--- config.mk ---
export PLATFORM = sky130hd
export DESIGN_NAME = clk_div_prog_flat
export DESIGN_NICKNAME = d
export VERILOG_FILES = /design/src/rtl/clk_div_prog_if.sv /design/src/rtl/clk_div_prog.sv /design/src/flat_wrapper.sv
export SDC_FILE = /design/constraint.sdc
export NUM_CORES = 1
export LEC_CHECK = 0
export CORE_UTILIZATION = 35
export DETAILED_ROUTE_END_ITERATION = 7
export PLACE_DENSITY_LB_ADDON = 0.15
export SYNTH_ARGS = -nofsm -noshare
export SYNTH_HDL_FRONTEND = slang
export SYNTH_SLANG_ARGS = --single-unit
--- constraint.sdc ---
create_clock -name clk -period 7 [get_ports clk]
set_clock_uncertainty 0.15 [all_clocks]
set_input_delay 1.4 -clock clk [delete_from_list [all_inputs] [get_ports clk]]
set_output_delay 1.4 -clock clk [all_outputs]
set_load 0.02 [all_outputs]
--- src/rtl/clk_div_prog_if.sv ---
// Control/status bundle for clk_div_prog.
// master: drives en, div_n, div_load; observes the divider outputs.
// slave : the divider itself.
interface clk_div_prog_if #(
    parameter int unsigned CNT_W = 8,
    parameter int unsigned OUT_W = 2
);
    logic             en;
    logic [CNT_W-1:0] div_n;
    logic             div_load;
    logic             div_ack;
    logic             div_err;
    logic             clk_out;
    logic             ce_rise;
    logic             ce_fall;
    logic [OUT_W-1:0] po_cnt;
    logic             busy;

    modport master (
        output en, div_n, div_load,
        input  div_ack, div_err, clk_out, ce_rise, ce_fall, po_cnt, busy
    );

    modport slave (
        input  en, div_n, div_load,
        output div_ack, div_err, clk_out, ce_rise, ce_fall, po_cnt, busy
    );
endinterface

--- src/rtl/clk_div_prog.sv ---
// Programmable clock divider producing a registered divided clock plus
// rise/fall clock-enable pulses, with glitch-free ratio changes.
// Ports: clk, rst (sync, active-high), bus (clk_div_prog_if.slave):
//   en, div_n, div_load in; div_ack, div_err, clk_out, ce_rise, ce_fall,
//   po_cnt, busy out (all registered).
module clk_div_prog #(
    parameter int unsigned CNT_W = 8,
    parameter int unsigned OUT_W = 2,
    parameter int unsigned DEF_N = 4
) (
    input  logic           clk,
    input  logic           rst,
    clk_div_prog_if.slave  bus
);
    localparam int unsigned LW = CNT_W + 1;

    localparam logic [1:0] ST_IDLE = 2'd0;
    localparam logic [1:0] ST_RUN  = 2'd1;
    localparam logic [1:0] ST_STOP = 2'd2;

    logic [1:0]       state_q,    state_d;
    logic [CNT_W-1:0] div_cnt_q,  div_cnt_d;
    logic [CNT_W-1:0] n_act_q,    n_act_d;
    logic [CNT_W-1:0] pend_n_q,   pend_n_d;
    logic             pend_vld_q, pend_vld_d;
    logic             clk_out_q,  clk_out_d;
    logic             ce_rise_q,  ce_rise_d;
    logic             ce_fall_q,  ce_fall_d;
    logic             div_ack_q,  div_ack_d;
    logic             div_err_q,  div_err_d;
    logic             busy_q,     busy_d;
    logic [OUT_W-1:0] po_cnt_q,   po_cnt_d;

    logic             load_ok_c;
    logic             wrap_c;
    logic             run_c;
    logic [LW-1:0]    half_c;

    // Next-state, ratio handling and output decode
    always_comb begin
        state_d    = state_q;
        div_cnt_d  = div_cnt_q;
        n_act_d    = n_act_q;
        pend_n_d   = pend_n_q;
        pend_vld_d = pend_vld_q;
        div_ack_d  = 1'b0;
        div_err_d  = 1'b0;

        load_ok_c = bus.div_load && (bus.div_n >= CNT_W'(2));
        wrap_c    = (state_q != ST_IDLE) && (div_cnt_q == n_act_q - CNT_W'(1));

        case (state_q)
            ST_IDLE: if (bus.en) state_d = ST_RUN;
            ST_RUN:  if (!bus.en) state_d = wrap_c ? ST_IDLE : ST_STOP;
            ST_STOP: begin
                if (bus.en)      state_d = ST_RUN;
                else if (wrap_c) state_d = ST_IDLE;
            end
            default: state_d = ST_IDLE;
        endcase

        if (bus.div_load && !load_ok_c) div_err_d = 1'b1;

        // Idle: ratio takes effect at once. Running: only at a period boundary.
        // A pending value left over from a load on the final wrap is applied here.
        if (state_q == ST_IDLE) begin
            if (load_ok_c) begin
                n_act_d   = bus.div_n;
                div_ack_d = 1'b1;
            end else if (pend_vld_q) begin
                n_act_d    = pend_n_q;
                pend_vld_d = 1'b0;
                div_ack_d  = 1'b1;
            end
        end else begin
            if (wrap_c && pend_vld_q) begin
                n_act_d    = pend_n_q;
                pend_vld_d = 1'b0;
                div_ack_d  = 1'b1;
            end
            // A load on the wrap cycle only becomes pending for the next wrap
            if (load_ok_c) begin
                pend_n_d   = bus.div_n;
                pend_vld_d = 1'b1;
            end
        end

        if (state_q == ST_IDLE || state_d == ST_IDLE || wrap_c)
            div_cnt_d = '0;
        else
            div_cnt_d = div_cnt_q + CNT_W'(1);

        // Outputs are decoded from next-cycle count so they align with div_cnt_q
        run_c     = (state_d != ST_IDLE);
        half_c    = LW'(n_act_d >> 1) + LW'(n_act_d[0]);
        clk_out_d = run_c && (LW'(div_cnt_d) >= half_c);
        ce_rise_d = run_c && (LW'(div_cnt_d) == half_c);
        ce_fall_d = wrap_c;
        busy_d    = run_c;
        po_cnt_d  = po_cnt_q + OUT_W'(ce_rise_q);
    end

    // State and output registers
    always_ff @(posedge clk) begin
        if (rst) begin
            state_q    <= ST_IDLE;
            div_cnt_q  <= '0;
            n_act_q    <= CNT_W'(DEF_N);
            pend_n_q   <= '0;
            pend_vld_q <= 1'b0;
            clk_out_q  <= 1'b0;
            ce_rise_q  <= 1'b0;
            ce_fall_q  <= 1'b0;
            div_ack_q  <= 1'b0;
            div_err_q  <= 1'b0;
            busy_q     <= 1'b0;
            po_cnt_q   <= '0;
        end else begin
            state_q    <= state_d;
            div_cnt_q  <= div_cnt_d;
            n_act_q    <= n_act_d;
            pend_n_q   <= pend_n_d;
            pend_vld_q <= pend_vld_d;
            clk_out_q  <= clk_out_d;
            ce_rise_q  <= ce_rise_d;
            ce_fall_q  <= ce_fall_d;
            div_ack_q  <= div_ack_d;
            div_err_q  <= div_err_d;
            busy_q     <= busy_d;
            po_cnt_q   <= po_cnt_d;
        end
    end

    assign bus.clk_out = clk_out_q;
    assign bus.ce_rise = ce_rise_q;
    assign bus.ce_fall = ce_fall_q;
    assign bus.div_ack = div_ack_q;
    assign bus.div_err = div_err_q;
    assign bus.busy    = busy_q;
    assign bus.po_cnt  = po_cnt_q;
endmodule
--- src/flat_wrapper.sv ---
// flat-port wrapper written by rule: the top's interface ports become plain ports
module clk_div_prog_flat 
#(
    parameter int unsigned CNT_W = 8,
    parameter int unsigned OUT_W = 2,
    parameter int unsigned DEF_N = 4
)
  (clk, rst, bus_en, bus_div_n, bus_div_load, bus_div_ack, bus_div_err, bus_clk_out, bus_ce_rise, bus_ce_fall, bus_po_cnt, bus_busy);
  clk_div_prog_if #(.CNT_W(CNT_W), .OUT_W(OUT_W)) bus_i ();
  input  logic clk;
  input  logic rst;
  input wire logic [$bits(bus_i.en)-1:0] bus_en;
  input wire logic [$bits(bus_i.div_n)-1:0] bus_div_n;
  input wire logic [$bits(bus_i.div_load)-1:0] bus_div_load;
  output wire logic [$bits(bus_i.div_ack)-1:0] bus_div_ack;
  output wire logic [$bits(bus_i.div_err)-1:0] bus_div_err;
  output wire logic [$bits(bus_i.clk_out)-1:0] bus_clk_out;
  output wire logic [$bits(bus_i.ce_rise)-1:0] bus_ce_rise;
  output wire logic [$bits(bus_i.ce_fall)-1:0] bus_ce_fall;
  output wire logic [$bits(bus_i.po_cnt)-1:0] bus_po_cnt;
  output wire logic [$bits(bus_i.busy)-1:0] bus_busy;
  assign bus_i.en = bus_en;
  assign bus_i.div_n = bus_div_n;
  assign bus_i.div_load = bus_div_load;
  assign bus_div_ack = bus_i.div_ack;
  assign bus_div_err = bus_i.div_err;
  assign bus_clk_out = bus_i.clk_out;
  assign bus_ce_rise = bus_i.ce_rise;
  assign bus_ce_fall = bus_i.ce_fall;
  assign bus_po_cnt = bus_i.po_cnt;
  assign bus_busy = bus_i.busy;
  clk_div_prog #(.CNT_W(CNT_W), .OUT_W(OUT_W), .DEF_N(DEF_N)) u_core (.clk(clk), .rst(rst), .bus(bus_i));
endmodule
# After elaboration in Yosys (flattened, before gate mapping)
# Cells that the tools add are included.
# totals
ff_bits	35
input_bits	12
out_inout_bits	8
wordCells	60
# classes
add_sub_neg	4
order_cmp	2
eq_ne	5
mux	20
bitwise_logic	1
n_reduce_logical	16
# op_table
operator	n
8-bit two-way mux	5
2-bit two-way mux	5
8-bit by 9-bit equality test with 1-bit output	1
8-bit by 9-bit greater-or-equal comparator with 1-bit output	1
1-bit two-way mux	9
7-bit by 1-bit adder with 8-bit output	1
8-bit by 1-bit adder with 8-bit output, second input constant	1
8-bit equality test	1
8-bit by 2-bit greater-or-equal comparator with 1-bit output, second input constant	1
8-bit by 1-bit subtractor with 8-bit output, second input constant	1
1-bit logical AND	6
2-bit one-hot mux with 3 select lines	1
2-bit zero test	2
2-bit AND reduction	2
2-bit nonzero test	2
3-bit nonzero test	1
2-bit by 1-bit adder with 2-bit output	1
2-bit by 1-bit equality test with 1-bit output, second input constant	1
2-bit equality test, second input constant	1
1-bit logical OR	2
2-bit inequality test, second input constant	1
1-bit zero test	1
1-bit NOT	1

# Logic depth before layout (Yosys ltp)
# Gate-level depths: netlist (run 1).
# depth
depth_word	12
ltp_mapped	21
ltp_nobuf	21

# Worst setup path before layout (run 1)
# OpenSTA, ideal clock, no wires.
# synth_timing
kind	in2reg
startpoint	input bus_div_n[3]
endpoint	register u_core.clk_out_q, in the netlist u_core.bus.clk_out
setup_time_ns	0.122
arrival_time_ns	4.752
required_time_ns	6.728
setup_slack_ns	1.977
cell_stages	19
n_path_buf	1
cell_sequence	or4_4 > or4_1 > and2_1 > buf_6 > nand2_1 > a311o_1 > o311a_1 > ha_1 > ha_1 > inv_1 > ha_1 > nor2b_1 > o21a_1 > o21a_1 > o21a_1 > o21a_1 > o21a_1 > o21ai_0 > a21oi_1
# synth_between
elab_chain_cells	7
# synth_lines
item	line	text
from (decl)	flat_wrapper.sv:13	input wire logic [$bits(bus_i.div_n)-1:0] bus_div_n;
8-bit by 2-bit greater-or-equal comparator with 1-bit output	clk_div_prog.sv:49	load_ok_c = bus.div_load && (bus.div_n >= CNT_W'(2));
1-bit logical AND	clk_div_prog.sv:49	
8-bit two-way mux	clk_div_prog.sv:67	if (load_ok_c) begin
8-bit two-way mux	clk_div_prog.sv:66	if (state_q == ST_IDLE) begin
named net u_core.n_act_d[1]	clk_div_prog.sv:23	logic [CNT_W-1:0] n_act_q, n_act_d;
7-bit by 1-bit adder with 8-bit output	clk_div_prog.sv:95	half_c = LW'(n_act_d >> 1) + LW'(n_act_d[0]);
8-bit by 9-bit greater-or-equal comparator with 1-bit output	clk_div_prog.sv:96	clk_out_d = run_c && (LW'(div_cnt_d) >= half_c);
1-bit logical AND	clk_div_prog.sv:96	
to (signal assigned)	clk_div_prog.sv:124	clk_out_q <= clk_out_d;
to (decl)	clk_div_prog.sv:26	logic clk_out_q, clk_out_d;
# The timed path passes the listed nets, and every way through them passes these cells.
# A chain may end at the register's enable or synchronous reset.

# Final worst setup path (run 1)
# Same ends and word-level chain as after synthesis.

==> results of run 1 <==
-- flip-flops by register name, summed over array words and instances (netlist names) --
register and count:
u_core.n_act_q 8, u_core.bus.div_err 1, u_core.bus.busy 1, u_core.bus.ce_rise 1
u_core.div_cnt_q 8, u_core.state_q 2, u_core.pend_n_q 8, u_core.bus.ce_fall 1
u_core.pend_vld_q 1, u_core.bus.div_ack 1, u_core.bus.clk_out 1, u_core.bus.po_cnt 2
-- critical path: stages --
cell	delay, ns
clkdlybuf4s50_1	0.45
or4_4	0.55
o41ai_2	0.60
o211ai_1	0.20
o211ai_1	0.15
o21ai_0	0.20
ha_1	0.28
ha_1	0.28
inv_1	0.05
ha_1	0.28
nor2b_1	0.14
o21a_1	0.16
o21a_1	0.16
o21a_1	0.16
o21a_1	0.16
o21a_1	0.16
o21ai_0	0.14
a21oi_1	0.08
-- metrics by stage --
step / cell area [um^2] / hold slack [ns]
after floorplan: 2230 / 0.281
after global routing: 2580 / 0.334
final: 2580 / 0.308
after detailed placement: 2470 / 0.300
after CTS: 2580 / 0.313
after global placement: 2470 / 0.291
-- power by group through the flow --
stage	clock (uW)	sequential (uW)	combinational, uW
2_1_floorplan	0	220	82.3
3_5_place_dp	0	225	110
6_report	184	220	111
5_1_grt	200	222	123
3_3_place_gp	0	225	110
4_1_cts	190	220	111
-- routing by layer --
layer	GRT usage, %	share of wire, %	vias up
met5	0	0	-
met4	4.74	0.75	0
met3	4.78	3.6	4
met2	26.9	45	44
met1	25.4	51	877
li1	-	-	976
-- worst paths after layout --
| path | start | to | slack [ns] | cells past startpoint |
|---|---|---|---|---|
| worst max register to register | u_core.n_act_q[0]$_SDFF_PP0_ | u_core.bus.clk_out$_SDFF_PP0_ | 2.32 | 21 |
| worst max-delay path | bus_div_n[3] | u_core.bus.clk_out$_SDFF_PP0_ | 1.41 | 18 |
| worst min register to register | u_core.pend_n_q[4]$_SDFFE_PP0P_ | u_core.pend_n_q[4]$_SDFFE_PP0P_ | 0.31 | 2 |
| worst min-delay path | u_core.pend_n_q[4]$_SDFFE_PP0P_ | u_core.pend_n_q[4]$_SDFFE_PP0P_ | 0.31 | 2 |
-- cell families (layout without fill, tap and decap cells) --
group | after synthesis | count (layout) | synth area share, %
AOI/OAI and AO/OA | 52 | 52 | 18.5
xor gates and xnor gates | 20 | 20 | 7.85
adders and majority gates | 13 | 13 | 7.29
buffers and inverters | 23 | 39 | 4.26
DFF | 35 | 35 | 31.4
muxes | 11 | 11 | 5.27
and+or+nand+nor | 110 | 110 | 25.4
-- area by class of cell --
type	count	area [um^2]
clock buffer	5	68.8
clock inverter	3	43.8
fill	632	3440
inverter	10	37.5
multi-input combinational	206	1440
sequential	35	701
tap	75	93.8
timing repair buffer	21	205
-- layout by cell type, fill, tap and decap left out, types with 2 or more instances in the layout --
cell,count
a21oi_1,12
nand2b_1,3
mux2i_1,8
inv_1,10
nor3b_1,2
buf_4,2
o21ai_2,2
nor2_1,32
clkbuf_8,5
xnor2_1,10
o21ai_0,7
nand4_1,4
xor2_1,10
a31oi_1,2
or4_4,3
nand2_1,23
o31a_1,2
nand3_1,13
dfxtp_1,35
o211ai_1,5
o211ai_2,2
nor2b_1,6
nor3_1,12
o21a_1,6
ha_1,13
clkdlybuf4s50_1,19
==> out/metrics.yaml, run 1 <==
status: "complete, no violations"
core_um2: 6030
grt_max_degree: 34
area_growth_pct: 15.9
die_area_um2: 6700
arrival_ns: 5.62
hold_path.class: "reg2reg"
syn_nets: 289
internal_power_uw: 360
worstPathMaxFanout: 8
max_cap_viol_count: 0
yosysSeqAreaShare_pct: 31.4
io_buffers: 19
p_leak_uw: 0.000954
postRouteAntennaNets: 0
p_seq_share_pct: 42.7
pwr-share-comb_pct: 21.5
synthesis.area_um2: 2230
startpoint_type: "input pin"
ys.flop_type: "dfxtp_1"
synth_top_area_share_pct: 31.4
fin_setup_tns_ns: 0
htree_levels: 2
hold_violations: 0
drt_pre_antenna_iters: 4
clk_pin_slew_ns: 0.08
clockPowerShare_pct: 35.8
grt_pass1_wl_um: 9030
grt.total_usage_pct: 18.0
crit_path_end_kind: "register"
slew_violations: 0
die_y_um: 81.8
rsz0062_at_grt: "no"
dp_slack_ns: 1.19
worstMarginPinSlew_ns: 0.745
cellPowerDensity_nw_per_um2: 199
clkSinkCount: 35
yosys_warnings: 0
period_needed_ns: 5.59
fin_nets: 304
swShare_pct: 30.1
p_switching_uw: 155
max-vdd-ir-drop_mv: 0.113
vias: 1901
cts_buffers: 5
fin_crit_sh_pct: 79.8
start_util_pct: 37.0
place_congestion: 0.803
cts-resized-gates: 0
final_core_util_pct: 42.9
diodes: 0
setup_slack_ns: 1.41
ctsHoldBuffers: 0
wl_um: 5460
detail_route.wl_per_cell_um: 15.4
finalSetupViolCount: 0
via_per_inst: 5.35
grt_pass1_vias: 1790
pin_count: 20
synth_most_common_cell: "dfxtp_1"
path_class: "in2reg"
worstPathRequired_ns: 7.03
dp.cells: 347
fp.dieW_um: 81.8
synth-edff-count: 0
yosysUniqueCellTypes: 56
root_buffer: "clkbuf_8"
drive_above_1_share_pct: 9.29
tritoncts: "done"
rows: 28
syn-mean-instance-area_um2: 8.45
cts_setup_buffers: 0
antenna_found_initial: 0
clk_latency_ns: 0.29
place_hpwl_um: 3990
yosys.area.top_type: "dfxtp_1"
ys_async_sr_fraction_pct: 0
drtIter0Drc: 169
relSlewSlack_pct: 50.3
synthCells: 264
timing.fmax_mhz: 179
instances_no_fill: 355
grt_overflow: 0
p_total_uw: 515
synth.area.top_cells: "dfxtp_1 (31%), ha_1 (7.3%), nor2_1 (5.4%)"
drc_errors: 0
synth_common_cells: "dfxtp_1 (35), nor2_1 (32), nand2_1 (23)"
clock_path_buffers: 2
ys_seq_elements: 35
(Power assumes the default switching activity.)
==> inputs of run 2 (changes only) <==
clock period = 5.6 ns   (was 7 ns; I/O delays follow)
==> run 2 against run 1 <==
Net effect: power is 18% higher; cell count is 1.1% higher; combinational power is 27% higher; largest power group unchanged; largest cell class unchanged; non-clock buffer count is 5 higher; register-to-register slack worse by 1.4 ns; critical path depth is 2 lower; critical path type unchanged.
==> out/metrics.yaml, run 2 (same netlist as run 1, synthesis figures left out) <==
period_needed_ns: 4.99
max-vdd-ir-drop_mv: 0.117
wl_met1_um: 2840
fp.dieW_um: 81.8
final_common_cell: "dfxtp_1"
drive_above_1_share_pct: 10.6
cp_top_family: "simple AND/OR/NAND/NOR gates"
clkSinkCount: 35
start_util_pct: 37.0
finalSetupViolCount: 0
worstPathRequired_ns: 5.67
cp_cell_sequence: "clkdlybuf4s50_1 > or4_4 > or4_1 > and2_1 > nand2_1 > a311o_1 > o311a_1 > ha_1 > o211ai_2 > or4_4 > or3_1 > ha_1 > nand4_1 > nor2_1 > nor2_1 > a21oi_1"
clock_path_buffers: 2
antenna_found_initial: 0
relSlewSlack_pct: 58.8
worstMarginPinSlew_ns: 0.616
reg_top3: "u_core.div_cnt_q (8), u_core.n_act_q (8), u_core.pend_n_q (8)"
drt_pre_antenna_iters: 4
cts_buffers: 5
arrival_ns: 5.06
timing.hold.ws_ns: 0.309
clk_pin_slew_ns: 0.07
rows: 28
grt_overflow: 0
grt_max_degree: 34
io_buffers: 19
die_area_um2: 6700
worstPathMaxFanout: 3
vias: 1917
status: "complete, no violations"
fin_setup_tns_ns: 0
path_class: "in2reg"
place_hpwl_um: 4080
p_total_uw: 607
via_per_inst: 5.34
startpoint_type: "input pin"
hold_violations: 0
fin_crit_sh_pct: 89.0
cts_setup_buffers: 0
root_buffer: "clkbuf_8"
diodes: 0
clk_latency_ns: 0.29
tritoncts: "done"
grt_pass1_wl_um: 9060
most-common-layout-cells: "dfxtp_1 (35), nor2_1 (32), nand2_1 (23), clkdlybuf4s50_1 (19)"
p_leak_uw: 0.000967
pin_count: 20
timing.fmax_mhz: 201
drc_errors: 0
path_buf_inv: 1
drtIter0Drc: 138
grt_pass1_vias: 1788
grt.total_usage_pct: 18.3
die_y_um: 81.8
wl_um: 5490
wl_met2_um: 2360
wl_met3_um: 214
max_cap_viol_count: 0
place_congestion: 0.839
htree_levels: 2
crit_path_end_kind: "register"
ctsHoldBuffers: 0
cpPeakStageDelay_ns: 0.55
fin_nets: 309
cellPowerDensity_nw_per_um2: 234
detail_route.wl_per_cell_um: 15.3
postRouteAntennaNets: 0
hold_path.class: "reg2reg"
area_growth_pct: 16.4
rsz0062_at_grt: "no"
cp_slowest_cell: "or4_4"
slew_violations: 0
highest_layer: "met4"
core_um2: 6030
cts-resized-gates: 0
[run 2: changes by cell type in the layout (fill, tap and decap cells not counted)]
| cell | before | now |
|---|---|---|
| bufinv_16 | 1 | 0 |
| buf_4 | 2 | 7 |
| clkinv_4 | 1 | 0 |
| clkbuf_8 | 5 | 6 |
[run 2: path summary, 6_finish.rpt]
kind                                         from                               to  slack, ns  depth (start not counted)
setup / recovery                     bus_div_n[3]    u_core.bus.clk_out$_SDFF_PP0_       0.61                         16
hold / removal    u_core.pend_n_q[4]$_SDFFE_PP0P_  u_core.pend_n_q[4]$_SDFFE_PP0P_       0.31                          2
setup reg to reg     u_core.n_act_q[2]$_SDFF_PP1_    u_core.bus.clk_out$_SDFF_PP0_       0.90                         15
hold reg to reg   u_core.pend_n_q[4]$_SDFFE_PP0P_  u_core.pend_n_q[4]$_SDFFE_PP0P_       0.31                          2
[run 2: final cells by class]
class	count	area, um^2
clock inverter	1	5.00
multi-input combinational	206	1440
inverter	10	37.5
clock buffer	6	82.6
timing repair buffer	26	243
tap	75	93.8
fill	610	3430
sequential	35	701
[run 2: metal layers]
metal | vias up | GRT usage, %
met1 | 880 | 25.4
met5 | - | 0
met4 | 0 | 5.79
met2 | 45 | 28.0
met3 | 8 | 3.78
li1 | 984 | -
[run 2: metrics by stage]
stage	utilization (%)	area, um^2	setup slack, ns	std cells
global placement	41.7	2510	0.303	352
finish	43.1	2600	0.614	359
CTS	43.1	2600	0.603	359
detailed placement	41.7	2510	0.331	352
global route	43.1	2600	0.379	359
floorplan	-	2230	0.857	264
[run 2: worst register-to-register path: cells and delay by family, from the launching register on]
family,cells,cell delay [ns]
compound gates,5,1.36
simple gates,7,1.97
fa+ha+maj,2,0.56
flops,1,0.40
mux,1,0.18
[run 2: report_power, final]
part	internal [uW]	switching, uW	total (uW)
clock	96.6	93.9	190
sequential	260	15.3	275
combinational	60.8	80.5	141
total	417	190	607
